**src/rtl/keypad_entry_if.sv**
```systemverilog
// Keypad scanner bus: row drive / column sense plus the entry results.
interface keypad_entry_if;
  logic [3:0]  row;
  logic [3:0]  col;
  logic [15:0] value;
  logic [2:0]  digits;
  logic        key_valid;
  logic [3:0]  key_code;
  logic [15:0] entry;
  logic        entry_stb;

  // Scanner side: drives rows and results, senses columns.
  modport master (
    output row,
    input  col,
    output value,
    output digits,
    output key_valid,
    output key_code,
    output entry,
    output entry_stb
  );

  // Keypad / consumer side: returns columns, observes everything else.
  modport slave (
    input  row,
    output col,
    input  value,
    input  digits,
    input  key_valid,
    input  key_code,
    input  entry,
    input  entry_stb
  );
endinterface

```
**src/rtl/keypad_entry.sv**
```systemverilog
// Scanned 4x4 keypad reader: row scan, frame debounce, key decode and a
// 4-digit decimal entry register with clear, backspace and commit.
module keypad_entry #(
  parameter int unsigned SCAN_DIV = 66_666,
  parameter int unsigned DEBOUNCE = 4
) (
  input  logic           clk,
  input  logic           rst,
  keypad_entry_if.master bus
);

  localparam int unsigned CNT_W = (SCAN_DIV > 0) ? $clog2(SCAN_DIV + 1) : 1;
  localparam int unsigned DB_W  = 4;
  localparam int unsigned VAL_W = 16;
  localparam int unsigned WIDE_W = VAL_W + 1;

  localparam logic [CNT_W-1:0] SCAN_TC = CNT_W'(SCAN_DIV);
  localparam logic [DB_W-1:0]  DB_TC   = DB_W'(DEBOUNCE);

  // Debounce states
  localparam logic [0:0] ARMED = 1'b0;
  localparam logic [0:0] HELD  = 1'b1;

  // Frame result, encoded as a saturating count of low column bits
  localparam logic [1:0] RES_NONE   = 2'd0;
  localparam logic [1:0] RES_SINGLE = 2'd1;
  localparam logic [1:0] RES_MULTI  = 2'd2;

  localparam logic [3:0] KEY_A    = 4'd10;
  localparam logic [3:0] KEY_B    = 4'd11;
  localparam logic [3:0] KEY_HASH = 4'd15;

  // Physical position to key code
  function automatic logic [3:0] key_lookup(input logic [1:0] r, input logic [1:0] c);
    logic [3:0] k;
    case ({r, c})
      4'h0:    k = 4'd1;
      4'h1:    k = 4'd2;
      4'h2:    k = 4'd3;
      4'h3:    k = 4'd10;
      4'h4:    k = 4'd4;
      4'h5:    k = 4'd5;
      4'h6:    k = 4'd6;
      4'h7:    k = 4'd11;
      4'h8:    k = 4'd7;
      4'h9:    k = 4'd8;
      4'hA:    k = 4'd9;
      4'hB:    k = 4'd12;
      4'hC:    k = 4'd14;
      4'hD:    k = 4'd0;
      4'hE:    k = 4'd15;
      default: k = 4'd13;
    endcase
    return k;
  endfunction

  logic [CNT_W-1:0] scan_cnt;
  logic [1:0]       row_idx;
  logic [3:0]       row_q;
  logic             tick_c;
  logic             frame_end_c;

  logic [1:0]       lows_acc;
  logic [3:0]       code_acc;

  logic [3:0]       low_c;
  logic [2:0]       row_low_cnt_c;
  logic [1:0]       row_sat_c;
  logic [1:0]       col_idx_c;
  logic [3:0]       row_code_c;
  logic [2:0]       sum_c;
  logic [1:0]       frame_lows_c;
  logic [3:0]       frame_code_c;

  logic [0:0]       state, state_n;
  logic [3:0]       cand, cand_n;
  logic [DB_W-1:0]  cnt, cnt_n;
  logic [DB_W-1:0]  rcnt, rcnt_n;
  logic [DB_W-1:0]  cnt_inc_c;
  logic [DB_W-1:0]  rcnt_inc_c;
  logic             accept_c;

  logic [VAL_W-1:0]  value_q, value_n;
  logic [2:0]        digits_q, digits_n;
  logic              key_valid_q;
  logic [3:0]        key_code_q, key_code_n;
  logic [VAL_W-1:0]  entry_q, entry_n;
  logic              entry_stb_q, entry_stb_n;
  logic [WIDE_W-1:0] append_c;

  assign tick_c      = (scan_cnt == SCAN_TC);
  assign frame_end_c = tick_c && (row_idx == 2'd3);

  // Row dwell counter, row index and registered one-hot-low row drive
  always_ff @(posedge clk or posedge rst) begin
    if (rst) begin
      scan_cnt <= '0;
      row_idx  <= 2'd0;
      row_q    <= 4'b1110;
    end else if (tick_c) begin
      scan_cnt <= '0;
      row_idx  <= row_idx + 2'd1;
      row_q    <= ~(4'b0001 << (row_idx + 2'd1));
    end else begin
      scan_cnt <= scan_cnt + 1'b1;
    end
  end

  // Decode the columns of the row currently being driven
  always_comb begin
    low_c         = ~bus.col;
    row_low_cnt_c = 3'(low_c[0]) + 3'(low_c[1]) + 3'(low_c[2]) + 3'(low_c[3]);
    row_sat_c     = (row_low_cnt_c >= 3'd2) ? RES_MULTI : row_low_cnt_c[1:0];
    if (low_c[0])      col_idx_c = 2'd0;
    else if (low_c[1]) col_idx_c = 2'd1;
    else if (low_c[2]) col_idx_c = 2'd2;
    else               col_idx_c = 2'd3;
    row_code_c = key_lookup(row_idx, col_idx_c);
  end

  // Fold the current row into the running frame result
  always_comb begin
    sum_c        = 3'(lows_acc) + 3'(row_sat_c);
    frame_lows_c = (sum_c >= 3'd2) ? RES_MULTI : sum_c[1:0];
    frame_code_c = (lows_acc != RES_NONE) ? code_acc : row_code_c;
  end

  // Frame accumulator, restarted after each frame end
  always_ff @(posedge clk or posedge rst) begin
    if (rst) begin
      lows_acc <= RES_NONE;
      code_acc <= 4'd0;
    end else if (tick_c) begin
      lows_acc <= frame_end_c ? RES_NONE : frame_lows_c;
      code_acc <= frame_end_c ? 4'd0 : frame_code_c;
    end
  end

  // Debounce state register
  always_ff @(posedge clk or posedge rst) begin
    if (rst) begin
      state <= ARMED;
      cand  <= 4'd0;
      cnt   <= '0;
      rcnt  <= '0;
    end else begin
      state <= state_n;
      cand  <= cand_n;
      cnt   <= cnt_n;
      rcnt  <= rcnt_n;
    end
  end

  // Debounce next state, evaluated once per frame end
  always_comb begin
    state_n    = state;
    cand_n     = cand;
    cnt_n      = cnt;
    rcnt_n     = rcnt;
    accept_c   = 1'b0;
    cnt_inc_c  = (frame_code_c == cand) ? cnt + 1'b1 : DB_W'(1);
    rcnt_inc_c = rcnt + 1'b1;
    if (frame_end_c) begin
      case (state)
        ARMED: begin
          if (frame_lows_c == RES_SINGLE) begin
            cand_n = frame_code_c;
            if (cnt_inc_c >= DB_TC) begin
              accept_c = 1'b1;
              state_n  = HELD;
              cnt_n    = '0;
              rcnt_n   = '0;
            end else begin
              cnt_n = cnt_inc_c;
            end
          end else begin
            cnt_n = '0;
          end
        end
        default: begin
          if (frame_lows_c == RES_NONE) begin
            if (rcnt_inc_c >= DB_TC) begin
              state_n = ARMED;
              cnt_n   = '0;
              rcnt_n  = '0;
            end else begin
              rcnt_n = rcnt_inc_c;
            end
          end else begin
            rcnt_n = '0;
          end
        end
      endcase
    end
  end

  // Entry datapath: apply the accepted key to value/digits/entry
  always_comb begin
    value_n     = value_q;
    digits_n    = digits_q;
    entry_n     = entry_q;
    entry_stb_n = 1'b0;
    key_code_n  = key_code_q;
    append_c    = WIDE_W'(value_q) * WIDE_W'(10) + WIDE_W'(cand_n);
    if (accept_c) begin
      key_code_n = cand_n;
      if (cand_n <= 4'd9) begin
        if (digits_q < 3'd4) begin
          value_n  = VAL_W'(append_c);
          digits_n = digits_q + 3'd1;
        end
      end else if (cand_n == KEY_A) begin
        value_n  = '0;
        digits_n = 3'd0;
      end else if (cand_n == KEY_B) begin
        if (digits_q != 3'd0) begin
          value_n  = value_q / VAL_W'(10);
          digits_n = digits_q - 3'd1;
        end
      end else if (cand_n == KEY_HASH) begin
        entry_n     = value_q;
        entry_stb_n = 1'b1;
        value_n     = '0;
        digits_n    = 3'd0;
      end
    end
  end

  // Registered entry outputs and key pulse
  always_ff @(posedge clk or posedge rst) begin
    if (rst) begin
      value_q     <= '0;
      digits_q    <= 3'd0;
      key_valid_q <= 1'b0;
      key_code_q  <= 4'd0;
      entry_q     <= '0;
      entry_stb_q <= 1'b0;
    end else begin
      value_q     <= value_n;
      digits_q    <= digits_n;
      key_valid_q <= accept_c;
      key_code_q  <= key_code_n;
      entry_q     <= entry_n;
      entry_stb_q <= entry_stb_n;
    end
  end

  assign bus.row       = row_q;
  assign bus.value     = value_q;
  assign bus.digits    = digits_q;
  assign bus.key_valid = key_valid_q;
  assign bus.key_code  = key_code_q;
  assign bus.entry     = entry_q;
  assign bus.entry_stb = entry_stb_q;

endmodule
```
**src/flat_wrapper.sv**
```systemverilog
// flat-port wrapper written by rule: the top's interface ports become plain ports
module keypad_entry_flat 
#(
  parameter int unsigned SCAN_DIV = 66_666,
  parameter int unsigned DEBOUNCE = 4
)
  (clk, rst, bus_row, bus_col, bus_value, bus_digits, bus_key_valid, bus_key_code, bus_entry, bus_entry_stb);
  keypad_entry_if bus_i ();
  input  logic clk;
  input  logic rst;
  output wire logic [$bits(bus_i.row)-1:0] bus_row;
  input wire logic [$bits(bus_i.col)-1:0] bus_col;
  output wire logic [$bits(bus_i.value)-1:0] bus_value;
  output wire logic [$bits(bus_i.digits)-1:0] bus_digits;
  output wire logic [$bits(bus_i.key_valid)-1:0] bus_key_valid;
  output wire logic [$bits(bus_i.key_code)-1:0] bus_key_code;
  output wire logic [$bits(bus_i.entry)-1:0] bus_entry;
  output wire logic [$bits(bus_i.entry_stb)-1:0] bus_entry_stb;
  assign bus_row = bus_i.row;
  assign bus_i.col = bus_col;
  assign bus_value = bus_i.value;
  assign bus_digits = bus_i.digits;
  assign bus_key_valid = bus_i.key_valid;
  assign bus_key_code = bus_i.key_code;
  assign bus_entry = bus_i.entry;
  assign bus_entry_stb = bus_i.entry_stb;
  keypad_entry #(.SCAN_DIV(SCAN_DIV), .DEBOUNCE(DEBOUNCE)) u_core (.clk(clk), .rst(rst), .bus(bus_i));
endmodule
```
**config.mk**
```make
export PLATFORM = sky130hd
export DESIGN_NAME = keypad_entry_flat
export DESIGN_NICKNAME = d
export VERILOG_FILES = /design/src/rtl/keypad_entry_if.sv /design/src/rtl/keypad_entry.sv /design/src/flat_wrapper.sv
export SDC_FILE = /design/constraint.sdc
export NUM_CORES = 1
export LEC_CHECK = 0
export BUFFER_PORTS_ARGS = -buffer_cell sky130_fd_sc_hd__buf_2
export CORE_MARGIN = 4
export CORE_UTILIZATION = 44
export DETAILED_ROUTE_END_ITERATION = 10
export GPL_TIMING_DRIVEN = 1
export REMOVE_ABC_BUFFERS = 1
export SLEW_MARGIN = 20
export SYNTH_ARGS = -nofsm -noshare
export SYNTH_HDL_FRONTEND = slang
export SYNTH_SLANG_ARGS = --single-unit
export TNS_END_PERCENT = 20
```
**constraint.sdc**
```tcl
create_clock -name clk -period 4.6 [get_ports clk]
set_input_delay 0.23 -clock clk [delete_from_list [all_inputs] [get_ports clk]]
set_output_delay 0.23 -clock clk [all_outputs]
set_load 0.005 [all_outputs]
```
* Yosys cells after proc, flatten, opt, wreduce, memory -nomap -nowiden
Memory sizes are Yosys's and may differ from the RTL's. Index checks and enable logic that the tools add are counted.
Word-level totals: output and inout bits 45, memory bits (read-only) 64, register bits after elaboration 83, word-level logic and storage cells 110, memories 1, input bits 6
Memories:
- (name not given) | words 16, bits a word 4, rd ports 1, clocked after Yosys merged registers in 0, wr ports 0, RTL line keypad_entry.sv:36 | case ({r, c})
Cells by class: $mul 1, order comparisons 6, bitwise logic cells 5, add/sub/neg operators 11, mux-type cells 47, divide/modulo/power cells 1, equal/unequal tests 11, reductions and logical operators 11, shift operators 1
Operators by type and width (count):
- 16-bit 2-to-1 mux | 6
- 4-bit 2-to-1 mux | 16
- 3-bit 2-to-1 mux | 6
- 17-bit by 1-bit adder with 17-bit output, second input constant | 1
- 17-bit == test, second input constant | 1
- 17-bit 2-to-1 mux | 1
- 16-bit by 4-bit adder with 16-bit output | 1
- 16-bit by 4-bit divider with 16-bit output, second input constant | 1
- 16-bit by 3-bit multiplier with 15-bit output, second input constant | 1
- 1-bit 2-to-1 mux | 13
- 4-bit == test, second input constant | 3
- 2-bit 2-to-1 mux | 5
- 4-bit by 1-bit adder with 4-bit output, second input constant | 2
- 4-bit by 3-bit greater-or-equal comparator with 1-bit output, second input constant | 2
- 4-bit NOT | 2
- 3-bit by 1-bit adder with 3-bit output | 2
- 3-bit by 2-bit greater-or-equal comparator with 1-bit output, second input constant | 2
- 2-bit inequality test, second input constant | 3
- 3-bit AND reduction | 2
- 2-bit nonzero test | 3
- 5-bit AND reduction | 1
- 4-bit == test | 1
- 4-bit less-or-equal comparator, second input constant | 1
- 4-bit by 2-bit inequality test with 1-bit output, second input constant | 1
- 15 further kinds | 17

* Depth between registers and ports, before layout
Gate-level depths: netlist of run 1.
word-level depth 19, depth in mapped cells 26

* Least setup slack after synthesis of run 1
No wires, ideal clock.
path kind input to register, from input port bus_col[0], to register u_core.value_q[15], in the netlist u_core.bus.value[15], buffers on the path 1, path slack -0.335 ns, stages on the path 25, data required time 4.479 ns, arrival time 4.814 ns, setup time 0.121 ns, cell sequence inv_1 ha_1 fa_1 inv_1 ha_1 and2_1 ha_1 inv_1 fa_1 nand3_1 or4_1 clkbuf_1 o21ai_0 ha_1 fa_1 a21o_1 nand2_1 nor3b_1 and3_1 nand3_1 nor2b_1 nand4_1 xnor2_1 xnor2_1 a22o_1
Between the ends: word-level cells in the longest chain between the ends 17
Ends and longest elaborated chain:
- start: declaration | RTL line flat_wrapper.sv:12 | input wire logic [$bits(bus_i.col)-1:0] bus_col;
- 4-bit NOT * | RTL line keypad_entry.sv:111 | low_c = ~bus.col;
- 1-bit by 1-bit adder with 2-bit output | RTL line keypad_entry.sv:112 | row_low_cnt_c = 3'(low_c[0]) + 3'(low_c[1]) + 3'(low_c[2]) + 3'(low_c[3]);
- 3-bit by 1-bit adder with 3-bit output (2 in series) | RTL line keypad_entry.sv:112
- 3-bit by 2-bit greater-or-equal comparator with 1-bit output | RTL line keypad_entry.sv:113 | row_sat_c = (row_low_cnt_c >= 3'd2) ? RES_MULTI : row_low_cnt_c[1:0];
- 2-bit 2-to-1 mux | RTL line keypad_entry.sv:113
- 2-bit by 2-bit adder with 3-bit output | RTL line keypad_entry.sv:123 | sum_c = 3'(lows_acc) + 3'(row_sat_c);
- 3-bit by 2-bit greater-or-equal comparator with 1-bit output | RTL line keypad_entry.sv:124 | frame_lows_c = (sum_c >= 3'd2) ? RES_MULTI : sum_c[1:0];
- 2-bit 2-to-1 mux | RTL line keypad_entry.sv:124
- 2-bit by 1-bit == test with 1-bit output | RTL line keypad_entry.sv:166 | if (frame_lows_c == RES_SINGLE) begin
- 4-bit 2-to-1 mux * | RTL line keypad_entry.sv:166
- 4-bit 2-to-1 mux * | RTL line keypad_entry.sv:164 | case (state)
- 4-bit 2-to-1 mux * | RTL line keypad_entry.sv:163 | if (frame_end_c) begin
- net u_core.cand_n[1] | RTL line keypad_entry.sv:76 | logic [3:0] cand, cand_n;
- parallel branches: the longest is 4 deep, another holds 16-bit by 4-bit adder with 16-bit output
- end signal: assignment | RTL line keypad_entry.sv:239 | value_q <= value_n;
- end: declaration | RTL line keypad_entry.sv:83 | logic [VAL_W-1:0] value_q, value_n;
Mark *: on every way through the listed nets, which the timed path passes. The select of a mux whose other input is x is not followed. A chain may end at the register's enable or synchronous reset.

* Worst setup path after layout of run 1
from input port bus_col[0], to register u_core.value_q[14], in the netlist u_core.bus.value[14]
Same word-level chain as after synthesis.

==> out/metrics.yaml, run 1 <==
place:
  placed_area_mm2: 0.00721
  gp_congestion: 0.869
  port_buffers: 50
  dp_hpwl_mm: 11.8
grt:
  track_usage_pct: 19.9
  antenna_found_initial: 0
  grt_pass1_vias: 5763
  grt_max_degree: 45
  grt_pass1_wl_mm: 27.4
  overflow: 0
detailed_routing:
  vias: 5716
  drt_first_pass_iters: 5
  viasPerCell: 5.70
  wire_per_inst_um: 16.0
  wirelength_mm: 16.1
  route.detailed.drc: 0
  ant_nets: 0
  drtIter0Drc: 381
synth:
  yosys.cell_types.count: 91
  avgSynthCellArea_um2: 8.84
  yosysWarnings: 0
  synth_cells: 728
  synthArstFlopShare_pct: 100
  synth-seq-cells: 83
  synth_enable_flop_cells: 0
  ys.flop_type: "dfrtp_1"
  mappedNetlistArea_mm2: 0.00643
  ys_seq_area_share_pct: 32.3
sta:
  setup_viol: 1
  slew_violations: 0
  max_freq_ghz: 0.217
  rsz0062_at_grt: "true"
  finClkSkew_ns: 0.00504
  max-slew-margin-rel_pct: 51.7
  fin_crit_ns: 4.62
  post-route-period-util_pct: 100
  tightest_slew_ns: 0.725
  hold_violations: 0
  setup_ws_ns: -0.0152
cells_and_area:
  antennaDiodeCount: 0
  nFillCells: 1285
  fin_nets: 873
  final_cell_area_mm2: 0.00779
  drive_gt1_share_pct: 27.1
  area_growth_pct: 21.1
clock_network:
  cts.clk_slew.worst_paths_ns: 0.06
  h-tree-depth: 3
  cts_tree: "built"
  numCtsBuffers: 9
  clock_tree.buffer_depth: 2
  clk_latency_ns: 0.34
  clock_sinks: 83
  cts-root-buf: "clkbuf_16"
min_path:
  hp-start: "u_core.bus.entry[1]"
  hold_path_end: "u_core.bus.entry[1]"
  hp-class: "flop to flop"
  whs_path_depth: 2
critical_path:
  crit_path_max_incr_delay_ns: 0.57
  required_ns: 4.83
  path_class: "input port to flop"
  cp.depth: 25
  crit_path_max_fanout: 3
  endpoint_kind: "flop"
  cp.buffers_inverters: 6
  cp-start-kind: "input port"
  r2r_slack_ns: 0.15
  rr_worst_depth: 16
  timing.rr.end: "u_core.bus.value[0]"
  reg2reg_from: "u_core.bus.value[15]"
  path_delay_family: "simple AND/OR/NAND/NOR gates"
  crit_arrival_ns: 4.85
  critPathMostFrequentCell: "ha_4"
  worst_path_max_delay_cell: "fa_1"
floorplanning:
  placementRows: 43
  num_io_pins: 51
  die_w_um: 129
  core_mm2: 0.0141
  die_h_um: 129
  start_util_pct: 45.6
  dieArea_mm2: 0.0166
pwr:
  p_switching_w: 0.000356
  power_leakage_nw: 3.63
  p_comb_share_pct: 4.4
  vdd_drop_max_mv: 0.143
  p_seq_share_pct: 47.4
  finalPower_w: 0.00155
  power.share.clock_pct: 48.2
  intPower_w: 0.00119
  p_sw_share_pct: 23.0
  p_per_area_mw_per_mm2: 199
run_status:
  status: "finished, violations left"
  violations: "negative setup slack"
job:
  maxCapViolCount: 0
## layout make-up
type | count | area (µm²) | area share [%]
Tap cell | 180 | 225 | 2.89
Sequential cell | 83 | 2090 | 26.8
Multi-Input combinational cell | 566 | 4220 | 54.1
Inverter | 36 | 141 | 1.81
Clock inverter | 7 | 83.8 | 1.08
Timing Repair Buffer | 122 | 813 | 10.4
Clock buffer | 9 | 225 | 2.89
## cells by family after synthesis
group / after synthesis / synth area share (%)
AO/OA/AOI/OAI: 195 / 21.9
XOR/XNOR: 54 / 7.35
adder cells (fa/ha/maj): 50 / 10.2
buffers and inverters: 79 / 5.08
flip-flops: 83 / 32.3
multiplexers: 18 / 3.15
AND/OR/NAND/NOR: 249 / 20.0
## routing by layer
layer / vias up / wire length (µm) / GRT usage, %
li1: 2818 / - / -
met1: 2764 / 7330 / 26.1
met2: 108 / 7930 / 34.0
met3: 26 / 482 / 1.99
met4: 0 / 314 / 7.16
met5: - / 0 / 0
## worst max path at each step
stage	start	endpoint	slack, ns
6_report	bus_col[0]	u_core.bus.value[14]	-0.02
5_1_grt	bus_col[0]	u_core.bus.value[14]	-0.16
4_1_cts	bus_col[0]	u_core.bus.value[14]	-0.05
3_5_place_dp	bus_col[0]	u_core.bus.value[14]	-0.49
3_3_place_gp	bus_col[0]	u_core.bus.value[15]	-0.38
2_1_floorplan	bus_col[0]	u_core.bus.value[15]	-0.31
## layout by cell type (no fill, tap or decap), types with 5 or more instances in the layout
master and n:
nand2b_1 8, nand4_1 9, o21ai_1 10, a31oi_1 5, a211oi_1 7, nand2_1 73
nor4_1 7, xor2_1 14, buf_4 70, a22o_1 6, nor3_1 16, nor2_1 38
a22oi_1 7, dfrtp_1 76, nor3b_1 5, xnor2_1 38, inv_1 29, mux2_2 13
a21oi_1 40, a21o_1 12, and3_1 11, clkbuf_16 9, buf_2 48, o21ai_0 36
and2_1 8, nand3_1 27, ha_1 40
## worst reg2reg max path, delay by kind of cell (launching register included)
family | cells | cell delay [ns]
muxes | 1 | 0.37
buffers and inverters | 1 | 0.19
and+or+nand+nor | 2 | 0.49
AOI/OAI and AO/OA | 12 | 2.78
DFF | 1 | 0.49
## flip-flops by register name (all words and copies together), names as in the netlist
name,count
u_core.bus.digits,3
u_core.bus.entry,16
u_core.bus.entry_stb,1
u_core.bus.key_code,4
u_core.bus.key_valid,1
u_core.bus.row,4
u_core.bus.value,16
u_core.cand,4
u_core.cnt,4
u_core.code_acc,4
u_core.lows_acc,2
u_core.rcnt,4
u_core.row_idx,2
u_core.scan_cnt,17
u_core.state,1
## cells in the mapped netlist, drive strengths merged, types with 5 or more instances
cell type | instances | area (µm²)
nand2 | 74 | 278
inv | 35 | 131
nor3 | 18 | 90.1
ha | 45 | 563
nor4 | 8 | 50.1
dfrtp | 80 | 2000
o21ai | 47 | 235
clkbuf | 26 | 97.6
nor3b | 7 | 52.6
mux2 | 15 | 173
a31oi | 6 | 52.6
a21o | 12 | 90.1
xor2 | 14 | 123
a22oi | 7 | 52.6
nand3 | 31 | 155
a211oi | 10 | 97.6
nand2b | 9 | 58.8
buf | 17 | 93.8
xnor2 | 40 | 350
and3 | 12 | 75.1
and2 | 10 | 65.1
o22ai | 6 | 43.8
nand4 | 9 | 56.3
a22o | 7 | 62.6
a21oi | 42 | 214
a211o | 5 | 43.8
nor2 | 39 | 149
## what timing repair did
item                                    CTS  global route
pin swaps                                 0            21
endpoints found under the setup margin    5            10
hold buffers                              1             0
gates resized for setup                   5            51
hold endpoints to repair                 27             0
setup buffers                             0             5
## power groups by stage
| stage | clock [W] | combinational, W | sequential, W |
|---|---|---|---|
| 2_1_floorplan | 0 | 0.0000348 | 0.000746 |
| 3_3_place_gp | 0 | 0.0000535 | 0.000747 |
| 3_5_place_dp | 0 | 0.0000563 | 0.000747 |
| 4_1_cts | 0.000764 | 0.0000577 | 0.000733 |
| 5_1_grt | 0.000798 | 0.0000781 | 0.000733 |
| 6_report | 0.000746 | 0.0000685 | 0.000733 |
## metrics by stage
step | util (%) | hold WS [ns] | setup TNS (ns) | setup slack, ns | instances
floorplan | - | 0.450 | -0.895 | -0.313 | 685
global placement | 51.2 | 0.348 | -1.45 | -0.379 | 981
detailed placement | 51.2 | 0.356 | -2.53 | -0.487 | 981
CTS | 53.6 | 0.481 | -0.0454 | -0.0454 | 998
global route | 55.3 | 0.511 | -0.427 | -0.163 | 1003
finish | 55.3 | 0.478 | -0.0152 | -0.0152 | 1003
Power figures use the tool's default switching activity.
==> run 2: changes to the inputs <==
--- a/config.mk
+++ b/config.mk
@@ -5,12 +5,13 @@
 export SDC_FILE = /design/constraint.sdc
 export NUM_CORES = 1
 export LEC_CHECK = 0
-export BUFFER_PORTS_ARGS = -buffer_cell sky130_fd_sc_hd__buf_2
+export BUFFER_PORTS_ARGS = -buffer_cell sky130_fd_sc_hd__clkbuf_2
 export CORE_MARGIN = 4
 export CORE_UTILIZATION = 44
 export DETAILED_ROUTE_END_ITERATION = 10
 export GPL_TIMING_DRIVEN = 1
 export REMOVE_ABC_BUFFERS = 1
+export SKIP_LAST_GASP = 1
 export SLEW_MARGIN = 20
 export SYNTH_ARGS = -nofsm -noshare
 export SYNTH_HDL_FRONTEND = slang
==> constraint.sdc (replaced) <==
create_clock -name clk -period 5.2 [get_ports clk]
set_input_delay 0.26 -clock clk [delete_from_list [all_inputs] [get_ports clk]]
set_output_delay 0.26 -clock clk [all_outputs]
set_load 0.005 [all_outputs]
==> run 2 against run 1 <==
The flow now finishes without violations; wire length is 4.6% lower; combinational power down 32%; critical path type is now flop to flop; sequential cell count unchanged; die area is the same; register-to-register slack better by 0.19 ns; global-route usage down 0.71 points; core utilization is 3.5 points lower; sequential power shrank 11%; critical endpoint is now u_core.bus.value[0]; power is 5.7% lower; worst hold slack worse by 0.40 ns; critical path depth fell by 9; sequential share of layout area increased by 1.8 points; largest power group unchanged.
==> out/metrics.yaml, run 2 (synthesized netlist as in run 1, its figures left out) <==
run_status:
  status: "finished, final reports clean"
sta:
  slew_violations: 0  # unchanged
  finClkSkew_ns: 0.00563  # +0.000590 ns
  setup_viol: 0  # -1
  fin_crit_ns: 4.86
  hold_violations: 0  # unchanged
  max_freq_ghz: 0.206
  tightest_slew_ns: 0.769  # +0.0447 ns
  whs_ns: 0.0809  # -0.397 ns
  rsz0062_at_grt: "true"
  max-slew-margin-rel_pct: 48.7  # -3.0 points
  post-route-period-util_pct: 93.6
critical_path:
  cp.buffers_inverters: 1  # -5
  reg2reg_from: "u_core.bus.value[15]"
  path_delay_family: "compound AO/OA/AOI/OAI gates"
  worst_path_max_delay_cell: "dfrtp_1"
  endpoint_kind: "flop"
  crit_arrival_ns: 5.08  # +0.23 ns
  critPathMostFrequentCell: "a21oi_1"
  path_class: "flop to flop"
  crit_path_max_incr_delay_ns: 0.61  # +0.04 ns
  cp-start-kind: "flop"
  required_ns: 5.42  # +0.59 ns
  crit_path_max_fanout: 12  # +9
  cp-startpoint: "u_core.bus.value[15]"
  path_cells: "buf_4 -> or2b_1 -> a21oi_1 -> o31a_1 -> nor2_2 -> a221o_1 -> nor3_1 -> a32oi_1 -> o2111a_1 -> a22oi_1 -> o221ai_1 -> a211oi_2 -> mux2_4 -> a211o_1 -> a21oi_1 -> o21ai_1"
detailed_routing:
  route.detailed.drc: 0  # unchanged
  wirelength_mm: 15.3  # -4.6%
  wire_per_inst_um: 16.0  # about the same
  ant_nets: 0  # unchanged
  drtIter0Drc: 346  # -9.2%
  vias: 5503  # -3.7%
  drt_first_pass_iters: 5  # unchanged
  viasPerCell: 5.74  # +0.80%
cells_and_area:
  drive_gt1_share_pct: 17.7  # -9.4 points
  area_growth_pct: 13.4
  fin_nets: 828  # -5.2%
  multi_input_area_mm2: 0.00403  # -4.3%
  largest_register: "u_core.scan_cnt"
  nFillCells: 1319  # +2.6%
  antennaDiodeCount: 0  # unchanged
  final_common_cell: "dfrtp_1"
  seq_area_mm2: 0.00208  # -0.18%
  largest_register_ff_count: 17  # unchanged
  layout_common_cells: "79 x dfrtp_1, 74 x nand2_1, 50 x clkbuf_2"
  final_cell_area_mm2: 0.00729  # -6.4%
grt:
  track_usage_pct: 19.1  # -0.71 points
  grt_pass1_vias: 5468  # -5.1%
  antenna_found_initial: 0  # unchanged
  overflow: 0  # unchanged
  grt_pass1_wl_mm: 26.3  # -3.8%
  grt_max_degree: 84  # +87%
pwr:
  finalPower_w: 0.00146  # -5.7%
  p_per_area_mw_per_mm2: 200  # +0.77%
  power_leakage_nw: 3.39  # -6.8%
  vdd_drop_max_mv: 0.118  # -17%
floorplanning:
  die_w_um: 129  # unchanged
  dieArea_mm2: 0.0166  # unchanged
  placementRows: 43  # unchanged
  die_h_um: 129  # unchanged
  core_mm2: 0.0141  # unchanged
  start_util_pct: 45.6  # unchanged
  num_io_pins: 51  # unchanged
clock_network:
  clk_latency_ns: 0.34  # about the same
  cts_setup_buffers: 0  # unchanged
  numCtsBuffers: 9  # unchanged
  cts-root-buf: "clkbuf_16"
  clock_sinks: 83  # unchanged
  cts_tree: "built"
  cts.clk_slew.worst_paths_ns: 0.06  # about the same
  h-tree-depth: 3  # unchanged
  clock_tree.buffer_depth: 2  # unchanged
place:
  placed_area_mm2: 0.00692  # -4.1%
  gp_congestion: 0.867  # -0.31%
  port_buffers: 50  # unchanged
  dp_hpwl_mm: 11.2  # -4.9%
min_path:
  hp-class: "input port to asynchronous set/reset pin"
job:
  maxCapViolCount: 0  # unchanged
run 2: changes by cell type in the layout (fill, tap and decap cells not counted), moves of 4 or more:
cell      change
ha_1          +5
nand3_2       -4
ha_4          -4
clkbuf_2     +50
buf_4        -44
inv_1         +5
buf_2        -48
nand3_1       +4
run 2: path summary, 6_finish.rpt:
check | to | slack (ns) | cells past startpoint
max | u_core.bus.value[0] | 0.34 | 16
min | u_core.bus.row[0] | 0.08 | 3
max reg2reg | u_core.bus.value[0] | 0.34 | 16
min reg2reg | u_core.bus.entry[1] | 0.48 | 2
max in group asynchronous | u_core.bus.value[14] | 4.56 | 3
min in group clk | u_core.bus.entry[1] | 0.48 | 2
run 2: tightest hold or removal path, delay by kind of cell:
family | cells | cell delay (ns)
buffers and inverters | 3 | 0.67
run 2: timing repair:
item	in CTS	in global routing
setup endpoints to repair	0	4
hold buffers	0	0
gates resized for setup	0	3
run 2: area by class of cell:
class	instances	area share, %
Multi-Input combinational cell	566	55.3
Sequential cell	83	28.5
Timing Repair Buffer	77	6.26
Clock buffer	11	3.47
Tap cell	180	3.09
Inverter	36	1.87
Clock inverter	5	1.48
run 2: power by group:
part	total, W	internal (W)	switching [W]
clock network	0.000764	0.000498	0.000266
logic	0.0000467	0.0000159	0.0000308
registers	0.000649	0.000647	0.00000134
total	0.00146	0.00116	0.000298
run 2: per-stage QoR:
| step | setup slack [ns] | std cells | util [%] | setup TNS (ns) |
|---|---|---|---|---|
| after floorplan | 0.257 | 685 | - | 0 |
| after global placement | 0.186 | 942 | 49.1 | 0 |
| after detailed placement | 0.0273 | 942 | 49.1 | 0 |
| after CTS | 0.312 | 958 | 51.7 | 0 |
| after global routing | -0.0130 | 958 | 51.7 | -0.0130 |
| final | 0.335 | 958 | 51.7 | 0 |
run 2: layer usage:
metal  up-vias  wire length [µm]  share of wire [%]  track usage (%)
li1       2721                 -                  -                -
met1      2684              7110                 46             24.8
met2        88              7670                 50             33.7
met3        10               382                2.5             2.32
met4         0               161                1.1             5.19
met5         -                 0                  0                0
==> run 3: changes to the inputs <==
==> constraint.sdc (replaced) <==
create_clock -name clk -period 5.2 [get_ports clk]
set_input_delay 0.52 -clock clk [delete_from_list [all_inputs] [get_ports clk]]
set_output_delay 0.52 -clock clk [all_outputs]
set_load 0.005 [all_outputs]
==> run 3 against run 2 <==
Sequential share of layout area down 0.35 points; critical path depth is 1 lower; die area is the same; clock-buffer cell count is 1 higher; register-to-register slack got worse by 0.07 ns.
==> out/metrics.yaml, run 3 (synthesized netlist as in run 1, its figures left out) <==
grt:
  antenna_found_initial: 0  # unchanged
  track_usage_pct: 19.2  # +0.055 points
  grt_max_degree: 53  # -37%
  grt_pass1_wl_mm: 26.4  # +0.39%
  grt_pass1_vias: 5521  # +0.97%
  overflow: 0  # unchanged
sta:
  max-slew-margin-rel_pct: 50.4  # +1.7 points
  hold_violations: 0  # unchanged
  post-route-period-util_pct: 94.9  # +1.3 points
  finClkSkew_ns: 0.00691  # +0.00128 ns
  slew_violations: 0  # unchanged
  fin_crit_ns: 4.93  # +0.0695 ns
  setup_viol: 0  # unchanged
  tightest_slew_ns: 0.744  # -0.0250 ns
  rsz0062_at_grt: "true"
  max_freq_ghz: 0.203  # -1.4%
  setup_ws_ns: 0.266  # -0.0695 ns
clock_network:
  cts.clk_slew.worst_paths_ns: 0.06  # about the same
  clk_latency_ns: 0.33  # about the same
  h-tree-depth: 3  # unchanged
  cts_setup_buffers: 0  # unchanged
  numCtsBuffers: 9  # unchanged
  clock_sinks: 83  # unchanged
  clock_tree.buffer_depth: 2  # unchanged
  cts-root-buf: "clkbuf_16"
  cts_tree: "built"
  hold_buffers: 0  # unchanged
  cts-resized-gates: 0  # unchanged
critical_path:
  r2r_slack_ns: 0.27  # -0.07 ns
  reg2reg_from: "u_core.bus.value[15]"
  path_class: "flop to flop"
  crit_path_max_fanout: 18  # +6
  crit_arrival_ns: 5.15  # +0.07 ns
  rr_worst_depth: 15  # -1
  cp-start-kind: "flop"
  timing.rr.end: "u_core.bus.value[0]"
  endpoint_kind: "flop"
  required_ns: 5.41  # about the same
detailed_routing:
  wire_per_inst_um: 15.8  # -1.1%
  viasPerCell: 5.76  # +0.24%
  vias: 5597  # +1.7%
  ant_nets: 0  # unchanged
  drtIter0Drc: 364  # +5.2%
  wirelength_mm: 15.4  # +0.35%
  drt_first_pass_iters: 5  # unchanged
  route.detailed.drc: 0  # unchanged
pwr:
  power_leakage_nw: 3.44  # +1.7%
  vdd_drop_max_mv: 0.184  # +55%
  p_per_area_mw_per_mm2: 189  # -5.6%
  finalPower_w: 0.00139  # -4.5%
job:
  maxCapViolCount: 0  # unchanged
cells_and_area:
  final_common_cell: "dfrtp_1"
  largest_register: "u_core.scan_cnt"
  layout_common_cells: "80 x dfrtp_1, 74 x nand2_1, 50 x clkbuf_2"
  area_growth_pct: 14.7
  nFillCells: 1314  # -0.38%
  antennaDiodeCount: 0  # unchanged
  fin_nets: 842  # +1.7%
  drive_gt1_share_pct: 19.1  # +1.3 points
  largest_register_ff_count: 17  # unchanged
run_status:
  status: "finished, final reports clean"
floorplanning:
  die_h_um: 129  # unchanged
  die_w_um: 129  # unchanged
  num_io_pins: 51  # unchanged
  core_mm2: 0.0141  # unchanged
  start_util_pct: 45.6  # unchanged
  placementRows: 43  # unchanged
  dieArea_mm2: 0.0166  # unchanged
place:
  dp_slack_ns: -0.180  # -0.208 ns
  gp_congestion: 0.861  # -0.67%
  dp_hpwl_mm: 11.3  # +0.71%
  port_buffers: 50  # unchanged
min_path:
  hp-class: "input port to asynchronous set/reset pin"
[run 3: area by class of cell]
cell class	instances	area [µm²]	area share, %
clock buffers	12	256	3.48
clock inverters	4	72.6	0.984
inverters	36	136	1.85
multi-input cells	566	4040	54.7
flip-flops and latches	83	2080	28.2
well taps	180	225	3.05
repair buffers	91	571	7.73
[run 3: power breakdown]
group / internal (W) / switching [W]
Sequential: 0.000648 / 0.00000115
Clock: 0.000446 / 0.000252
Combinational: 0.0000171 / 0.0000305
Total: 0.00111 / 0.000284
[run 3: critical path, cell delays in order (launching register included)]
cell and delay (ns):
dfrtp_1 0.68, or3b_4 0.49, o22ai_2 0.21, o31a_1 0.27, o21ai_0 0.11, a311oi_1 0.50
o21ai_0 0.25, nand4b_1 0.27, o2111a_1 0.36, a22oi_1 0.22, o221ai_1 0.17, a211oi_2 0.40
mux2_4 0.38, a211o_1 0.23, a21oi_1 0.18, o21ai_1 0.09
[run 3: stage by stage]
stage | hold slack, ns | utilization, % | cells | instance area (µm²) | TNS (ns)
floorplan | 0.450 | - | 685 | 6240 | -0.00328
global placement | 0.460 | 49.9 | 956 | 7040 | -0.0424
detailed placement | 0.471 | 49.9 | 956 | 7040 | -0.293
CTS | 0.218 | 52.3 | 972 | 7370 | 0
global route | 0.241 | 52.3 | 972 | 7380 | -0.127
finish | 0.205 | 52.3 | 972 | 7380 | 0
[run 3: per-layer routing]
metal	vias up	part of all wire [%]	routed length, µm	global-route usage (%)
li1	2761	-	-	-
met1	2717	47	7260	25.5
met2	98	48	7450	32.6
met3	21	2.8	430	2.57
met4	0	1.6	244	5.93
met5	-	0	0	0
[run 3: how the worst max path moves through the flow]
stage / startpoint / endpoint / slack (ns) / cells past startpoint
after CTS: bus_col[0] / u_core.bus.value[15] / 0.14 / 25
after global routing: u_core.bus.value[15] / u_core.bus.value[0] / -0.09 / 15
after detailed placement: bus_col[0] / u_core.bus.value[15] / -0.18 / 25
after floorplan: bus_col[0] / u_core.bus.value[15] / -0.003 / 24
after global placement: bus_col[0] / u_core.bus.value[15] / -0.03 / 25
final: u_core.bus.value[15] / u_core.bus.value[0] / 0.27 / 15
